## src/rtl/iot_event_driver_pkg.sv

```systemverilog
// Shared definitions for the IoT event driver: FSM encoding, event direction
// constants and the default counter width.
package iot_event_driver_pkg;

  localparam int DEFAULT_WIDTH = 8;

  typedef enum logic [1:0] {
    ST_IDLE = 2'd0,
    ST_STEP = 2'd1,
    ST_GAP  = 2'd2,
    ST_DONE = 2'd3
  } state_t;

  localparam logic DIR_UP   = 1'b1;
  localparam logic DIR_DOWN = 1'b0;

endpackage

```

## src/rtl/event_gap_timer.sv

```systemverilog
// 4-bit loadable down-counter that paces the idle cycles between events.
// expired marks the last cycle of the loaded interval.
module event_gap_timer (
  input  logic       clk,
  input  logic       rst,
  input  logic       load,
  input  logic [3:0] load_value,
  output logic       expired
);

  logic [3:0] count_reg;

  always_ff @(posedge clk) begin
    if (rst) begin
      count_reg <= 4'd0;
    end else if (load) begin
      count_reg <= load_value;
    end else if (count_reg != 4'd0) begin
      count_reg <= count_reg - 4'd1;
    end
  end

  // A count of 1 means this is the final gap cycle.
  assign expired = (count_reg <= 4'd1);

endmodule

```

## src/rtl/iot_event_driver.sv

```systemverilog
// Event driver: walks a mirrored device count to a requested target, one
// change/on_off event at a time, taking the shorter way round the wrap.
module iot_event_driver
  import iot_event_driver_pkg::*;
#(
  parameter int WIDTH = DEFAULT_WIDTH,
  parameter int GAP   = 0
) (
  input  logic             clk,
  input  logic             rst,
  input  logic [WIDTH-1:0] target_in,
  input  logic             target_valid,
  output logic             target_ready,
  input  logic             hold,
  output logic             change,
  output logic             on_off,
  output logic             busy,
  output logic             done,
  output logic [WIDTH-1:0] count_mirror
);

  localparam logic [WIDTH-1:0] HALF    = {1'b1, {(WIDTH-1){1'b0}}};
  localparam logic [WIDTH-1:0] ONE     = {{(WIDTH-1){1'b0}}, 1'b1};
  localparam logic [3:0]       GAP_VAL = 4'(GAP);

  state_t           state_reg, state_next;
  logic [WIDTH-1:0] mirror_reg, mirror_next;
  logic [WIDTH-1:0] target_reg, target_next;
  logic             dir_reg, dir_next;
  logic             gap_load;
  logic             gap_expired;
  logic [WIDTH-1:0] diff;
  logic [WIDTH-1:0] stepped;

  assign diff    = target_in - mirror_reg;
  assign stepped = (dir_reg == DIR_UP) ? (mirror_reg + ONE) : (mirror_reg - ONE);

  event_gap_timer u_gap_timer (
    .clk        (clk),
    .rst        (rst),
    .load       (gap_load),
    .load_value (GAP_VAL),
    .expired    (gap_expired)
  );

  always_comb begin
    state_next  = state_reg;
    mirror_next = mirror_reg;
    target_next = target_reg;
    dir_next    = dir_reg;
    gap_load    = 1'b0;
    case (state_reg)
      ST_IDLE: begin
        if (target_valid) begin
          target_next = target_in;
          if (diff == '0) begin
            state_next = ST_DONE;
          end else begin
            // Exactly half-way round resolves upward.
            dir_next   = (diff <= HALF) ? DIR_UP : DIR_DOWN;
            state_next = ST_STEP;
          end
        end
      end
      ST_STEP: begin
        if (!hold) begin
          mirror_next = stepped;
          if (stepped == target_reg) begin
            state_next = ST_DONE;
          end else if (GAP_VAL != 4'd0) begin
            gap_load   = 1'b1;
            state_next = ST_GAP;
          end
        end
      end
      ST_GAP: begin
        if (gap_expired) begin
          state_next = ST_STEP;
        end
      end
      ST_DONE: begin
        state_next = ST_IDLE;
      end
      default: begin
        state_next = ST_IDLE;
      end
    endcase
  end

  always_ff @(posedge clk) begin
    if (rst) begin
      state_reg  <= ST_IDLE;
      mirror_reg <= '0;
      target_reg <= '0;
      dir_reg    <= DIR_DOWN;
    end else begin
      state_reg  <= state_next;
      mirror_reg <= mirror_next;
      target_reg <= target_next;
      dir_reg    <= dir_next;
    end
  end

  // change is combinational from hold so the monitor sees it the same cycle.
  assign change       = (state_reg == ST_STEP) && !hold && !rst;
  assign on_off       = dir_reg;
  assign target_ready = (state_reg == ST_IDLE);
  assign busy         = (state_reg == ST_STEP) || (state_reg == ST_GAP);
  assign done         = (state_reg == ST_DONE);
  assign count_mirror = mirror_reg;

endmodule

```

## config.mk

```make
export PLATFORM = sky130hd
export DESIGN_NAME = iot_event_driver
export DESIGN_NICKNAME = d
export VERILOG_FILES = /design/src/rtl/iot_event_driver_pkg.sv /design/src/rtl/event_gap_timer.sv /design/src/rtl/iot_event_driver.sv
export SDC_FILE = /design/constraint.sdc
export NUM_CORES = 1
export LEC_CHECK = 0
export CAP_MARGIN = 20
export CORE_ASPECT_RATIO = 2
export CORE_MARGIN = 3
export CORE_UTILIZATION = 49
export DETAILED_ROUTE_END_ITERATION = 10
export PLACE_DENSITY = 0.73
export REMOVE_ABC_BUFFERS = 1
export SYNTH_ARGS = -nofsm -noshare
export SYNTH_HDL_FRONTEND = slang
export SYNTH_SLANG_ARGS = --single-unit
export TNS_END_PERCENT = 5
```

## constraint.sdc

```tcl
create_clock -name clk -period 3.9 [get_ports clk]
set_input_delay 1.17 -clock clk [delete_from_list [all_inputs] [get_ports clk]]
set_output_delay 1.17 -clock clk [all_outputs]
set_load 0.05 [all_outputs]
```

==> impl_metrics.yaml, run 1 <==
status:
  status: "finished clean"
power_and_ir_drop:
  switchingPower_uw: 812
  peakVddDrop_uv: 651
  seqPwrFrac_pct: 22.2
  p_clk_share_pct: 8.8
  p_comb_share_pct: 68.9
  power.density_nw_per_um2: 796
  p_sw_share_pct: 48.1
  p_int_uw: 877
  p_leak_nw: 0.866
place:
  place.gp.congestion: 0.808
  dpl_cell_area_um2: 2080
  portBuffers: 24
  place_hpwl_um: 3180
  dp_slack_ns: 0.412
floorplan:
  io-pin-count: 25
  dieArea_um2: 4420
  die_h_um: 91.0
  die_x_um: 48.5
  rows: 30
  initial_utilization_pct: 51.9
  core_area_um2: 3420
critical_path:
  endpoint: "change"
  startpoint_type: "input port"
  crit_type: "in -> out"
  endpoint_kind: "output port"
  cp.required_ns: 2.73
  timing.rr.start: "count_mirror[0]$_SDFFE_PP0P_"
  reg2reg_to: "state_reg[0]$_SDFFE_PP0P_"
  path_max_fanout: 3
  crit_path_start: "hold"
  rr_worst_depth: 8
  cp.arrival_ns: 2.21
  rrSetupSlack_ns: 0.89
drt:
  drcViolationCount: 0
  avgRoutedWirePerCell_um: 13.6
  dr.pass1.iters: 4
  num_vias: 1517
  ant_nets: 0
  wirelength_um: 3940
  initialDrtViolationCount: 22
  vias_per_cell: 5.23
grt:
  grt_pass1_wl_um: 6620
  track_usage_pct: 18.8
  antenna_found_initial: 0
  grt_pass1_vias: 1521
  grt_max_degree: 26
  grt.overflow.total: 0
worst_hold_path:
  hp-class: "reg -> reg"
cts:
  holdBufCountCts: 0
  path_clk_slew_ns: 0.08
  cts_sinks: 23
  cts_buffer_depth: 2
  cts_buffers: 3
  cts_tree: "built"
  post_cts_buffers: 0
  cts-resized-gates: 0
  cts-root-buf: "clkbuf_8"
  htreeDepth: 1
  clk_latency_ns: 0.27
finish:
  layout-drive-gt1-share_pct: 6.61
  num_antenna_cells: 0
  fin_nets: 277
  final_area_um2: 2120
  area_growth_pct: 19.8
  fillerInstances: 327
yosys:
  ys_ff_latch: 23
  synth.most_common_cell: "nand2_1"
  yosys.area_share.simple_pct: 20.8
  yosysTopAreaCellShare_pct: 26.0
  avgSynthCellArea_um2: 8.20
  synthMuxAreaShare_pct: 3.18
  synth_top_area_cell: "dfxtp_1"
  synth_top_family_by_area: "simple AND/OR/NAND/NOR gates"
  yosysSeqAreaShare_pct: 26.0
  syn_inst: 216
  synth_xor_area_share_pct: 10.4
  syn_area_um2: 1770
  synth_compound_area_share_pct: 18.6
  synth-edff-count: 0
  synthTopCellsByArea: "dfxtp_1 (26%), ha_1 (15%), a21oi_1 (5.6%)"
  ys_types: 49
  synth-main-ff-cell: "dfxtp_1"
  yosys_warnings: 0
  synth_adder_area_share_pct: 16.0
  async_flop_share_pct: 0
  ys_top_cells_by_count: "nand2_1 (24), dfxtp_1 (23), ha_1 (21), nor2_1 (21), a21oi_1 (20)"
timing:
  worst_pin_slew_ns: 0.672
  finalMaxSlewViolations: 0
  max_freq_ghz: 0.296
  slew-limit-headroom_pct: 55.1
  hold_viol: 0
  final-setup-viol-count: 0
  timing.final.crit_share_pct: 86.8
  fin_setup_tns_ns: 0
  fin_ws_ns: 0.516
  worst_hold_slack_ns: 0.469
  finalWorstPathRequiredPeriod_ns: 3.38
  finClkSkew_ns: 0.00195
  rsz0062_at_grt: "false"
job:
  maxCapViolCount: 0
-- worst max-delay path, stage by stage --
cell	delay [ns]
clkdlybuf4s50_1	0.47
nand2b_1	0.21
nor2_1	0.19
buf_12	0.17
-- per-stage QoR --
| step | power [mW] | util [%] | std cells |
|---|---|---|---|
| 6_report | 1.69 | 62.2 | 290 |
| 5_1_grt | 1.83 | 62.2 | 290 |
| 4_1_cts | 1.71 | 62.2 | 290 |
| 3_5_place_dp | 1.55 | 60.8 | 286 |
| 3_3_place_gp | 1.53 | 60.8 | 286 |
| 2_1_floorplan | 1.28 | - | 211 |
-- placed cells by master (no fill, tap or decap), types with 2 or more instances in the layout --
cell type         n
a211oi_1          3
a21o_1            3
a21oi_1          20
and2_1            2
and3_1            2
buf_4             3
clkbuf_8          3
clkdlybuf4s50_1  23
dfxtp_1          23
ha_1             21
inv_1            17
mux2i_1           3
nand2_1          24
nand2b_1          3
nand3_1           2
nand3b_1          2
nor2_1           21
nor2b_1           4
nor3_1            9
o211ai_1          3
o21a_1            2
o21ai_0           4
or3_1             2
xnor2_1          11
xor2_1            5
-- cell families (layout without fill, tap and decap cells) --
family          Yosys count  after routing
mux                       5              5
buf+inv                  22             48
xor+xnor                 18             18
flops                    23             23
fa+ha+maj                22             22
compound gates           49             49
simple gates             77             77
-- area by class of cell --
class | count | area [um2] | area share [%]
Timing Repair Buffer | 27 | 273 | 12.8
Multi-Input combinational cell | 171 | 1220 | 57.5
Inverter | 17 | 63.8 | 3.01
Clock buffer | 4 | 45.0 | 2.12
Sequential cell | 23 | 460 | 21.7
Tap cell | 48 | 60.1 | 2.83
-- worst min path at each step --
stage / startpoint / cells after the start / end
2_1_floorplan: target_reg[5]$_SDFFE_PP0P_ / 2 / target_reg[5]$_SDFFE_PP0P_
3_3_place_gp: target_reg[2]$_SDFFE_PP0P_ / 2 / target_reg[2]$_SDFFE_PP0P_
3_5_place_dp: target_reg[2]$_SDFFE_PP0P_ / 2 / target_reg[2]$_SDFFE_PP0P_
4_1_cts: target_reg[2]$_SDFFE_PP0P_ / 2 / target_reg[2]$_SDFFE_PP0P_
5_1_grt: target_reg[6]$_SDFFE_PP0P_ / 2 / target_reg[6]$_SDFFE_PP0P_
6_report: target_reg[6]$_SDFFE_PP0P_ / 2 / target_reg[6]$_SDFFE_PP0P_
-- layer usage --
layer  share of wire, %  up-vias  global-route usage (%)
li1                   -      796                       -
met1                 40      694                    19.0
met2                 56       18                    37.6
met3                1.8        9                    1.81
met4                2.7        0                    8.08
met5                  0        -                       0
-- power by group through the flow --
stage / combinational [mW] / clock, mW / sequential (mW)
CTS: 1.17 / 0.154 / 0.377
floorplan: 0.814 / 0 / 0.465
global route: 1.28 / 0.160 / 0.387
detailed placement: 1.17 / 0 / 0.382
finish: 1.16 / 0.149 / 0.375
global placement: 1.15 / 0 / 0.381
Power figures use the tool's default switching activity.
==> run 2: changes to the inputs <==
--- a/config.mk
+++ b/config.mk
@@ -10,4 +10,5 @@
 export CORE_MARGIN = 3
 export CORE_UTILIZATION = 49
+export CTS_CLUSTER_SIZE = 40
 export DETAILED_ROUTE_END_ITERATION = 10
 export PLACE_DENSITY = 0.73
==> constraint.sdc (replaced) <==
create_clock -name clk -period 3.9 [get_ports clk]
set_input_delay 1.17 -clock clk [delete_from_list [all_inputs] [get_ports clk]]
set_output_delay 1.17 -clock clk [all_outputs]
set_load 0.02 [all_outputs]
==> impl_metrics.yaml, run 2 (same netlist as run 1, synthesis figures left out) <==
critical_path:
  cp_cell_sequence: "clkdlybuf4s50_1, nand2b_1, nor2_1, clkdlybuf4s50_1"
  path_common_cell: "clkdlybuf4s50_1"
  crit_type: "in -> out"
  cp.required_ns: 2.73
  startpoint_type: "input port"
  reg2reg_to: "state_reg[0]$_SDFFE_PP0P_"
  cp.arrival_ns: 2.54
  timing.rr.start: "on_off$_SDFFE_PP0P_"
  max_stage_delay_ns: 0.60
  crit_family: "buffers and inverters"
  path_buf_inv: 2
  endpoint_kind: "output port"
  cpMaxStageDelayCell: "clkdlybuf4s50_1"
  path_max_fanout: 3
  rrSetupSlack_ns: 0.91
  crit_path_start: "hold"
  rr_worst_depth: 9
worst_hold_path:
  hp-class: "reg -> reg"
  min_from: "target_reg[6]$_SDFFE_PP0P_"
  whs_path_depth: 2
  min_to: "target_reg[6]$_SDFFE_PP0P_"
floorplan:
  rows: 30
  io-pin-count: 25
  die_h_um: 91.0
  initial_utilization_pct: 51.9
  core_area_um2: 3420
  dieArea_um2: 4420
  die_x_um: 48.5
place:
  place.gp.congestion: 0.850
  placed_cells: 286
  place_hpwl_um: 3120
  portBuffers: 24
drt:
  num_vias: 1539
  drcViolationCount: 0
  ant_nets: 0
  avgRoutedWirePerCell_um: 13.4
  wirelength_um: 3880
  dr.pass1.iters: 4
  initialDrtViolationCount: 28
  vias_per_cell: 5.31
cts:
  cts_buffers: 3
  cts-resized-gates: 0
  cts_tree: "built"
  cts_sinks: 23
  clk_latency_ns: 0.27
  path_clk_slew_ns: 0.08
  holdBufCountCts: 0
  cts-root-buf: "clkbuf_8"
  htreeDepth: 1
  cts_buffer_depth: 2
  post_cts_buffers: 0
grt:
  antenna_found_initial: 0
  grt_max_degree: 26
  track_usage_pct: 18.6
  grt.overflow.total: 0
  grt_pass1_wl_um: 6490
  grt_pass1_vias: 1525
timing:
  slew-limit-headroom_pct: 54.0
  final-setup-viol-count: 0
  max_freq_ghz: 0.269
  timing.final.crit_share_pct: 95.2
  worst_pin_slew_ns: 0.689
  finalWorstPathRequiredPeriod_ns: 3.71
  finClkSkew_ns: 0.00245
  fin_setup_tns_ns: 0
  rsz0062_at_grt: "false"
  hold_viol: 0
  finalMaxSlewViolations: 0
power_and_ir_drop:
  p_clk_share_pct: 9.5
  seqPwrFrac_pct: 23.6
  switchingPower_uw: 718
  p_comb_share_pct: 66.8
  power.density_nw_per_um2: 754
  p_int_uw: 875
  peakVddDrop_uv: 388
  p_leak_nw: 0.861
  p_sw_share_pct: 45.1
finish:
  fin_nets: 277
  layout-drive-gt1-share_pct: 6.20
  fillerInstances: 316
  area_growth_pct: 19.3
  num_antenna_cells: 0
  most-common-layout-cells: "nand2_1 (24), clkdlybuf4s50_1 (24), dfxtp_1 (23)"
  final_cells: 290
job:
  maxCapViolCount: 0
status:
  status: "finished clean"
[run 2: changes by cell type in the layout (fill, tap and decap cells not counted), sizes merged]
cell / previous run / this run
buf: 4 / 3
clkdlybuf4s50: 23 / 24
[run 2: power groups by stage]
stage,registers (mW),logic (mW),clock network (mW)
floorplan,0.400,0.781,0
global placement,0.380,1.05,0
detailed placement,0.383,1.06,0
CTS,0.377,1.07,0.155
global route,0.388,1.19,0.160
finish,0.376,1.07,0.152
[run 2: layout make-up]
type | instances | area (um2) | area share, %
clock buffers | 4 | 45.0 | 2.13
inverters | 17 | 63.8 | 3.02
multi-input cells | 171 | 1220 | 57.8
repair buffers | 27 | 263 | 12.4
well taps | 48 | 60.1 | 2.84
flip-flops and latches | 23 | 460 | 21.8
[run 2: how the worst max path moves through the flow]
stage | endpoint | slack, ns | cells after the start
final | change | 0.19 | 4
after floorplan | state_reg[1]$_SDFFE_PP0P_ | 0.97 | 8
after CTS | change | 0.18 | 4
after global placement | change | 0.18 | 4
after detailed placement | change | 0.18 | 4
after global routing | change | 0.12 | 4
[run 2: stage by stage]
stage | utilization, % | instance area [um2] | setup WS [ns] | total power [mW] | hold WS (ns)
3_3_place_gp | 60.5 | 2070 | 0.175 | 1.43 | 0.455
6_report | 61.9 | 2110 | 0.187 | 1.59 | 0.472
2_1_floorplan | - | 1750 | 0.971 | 1.18 | 0.442
5_1_grt | 61.9 | 2110 | 0.122 | 1.74 | 0.491
3_5_place_dp | 60.5 | 2070 | 0.184 | 1.44 | 0.461
4_1_cts | 61.9 | 2110 | 0.176 | 1.60 | 0.473
[run 2: per-layer routing]
metal / track usage (%) / vias to the layer above / routed length [um]
met5: 0 / - / 0
met4: 9.26 / 0 / 82
met3: 1.48 / 7 / 64
met2: 37.7 / 20 / 2220
met1: 17.8 / 714 / 1510
li1: - / 798 / -
[run 2: worst min-delay path, delay by kind of cell, from the launching register on]
family / cells / cell delay, ns
flip-flops: 1 / 0.33
AO/OA/AOI/OAI: 1 / 0.05
AND/OR/NAND/NOR: 1 / 0.05
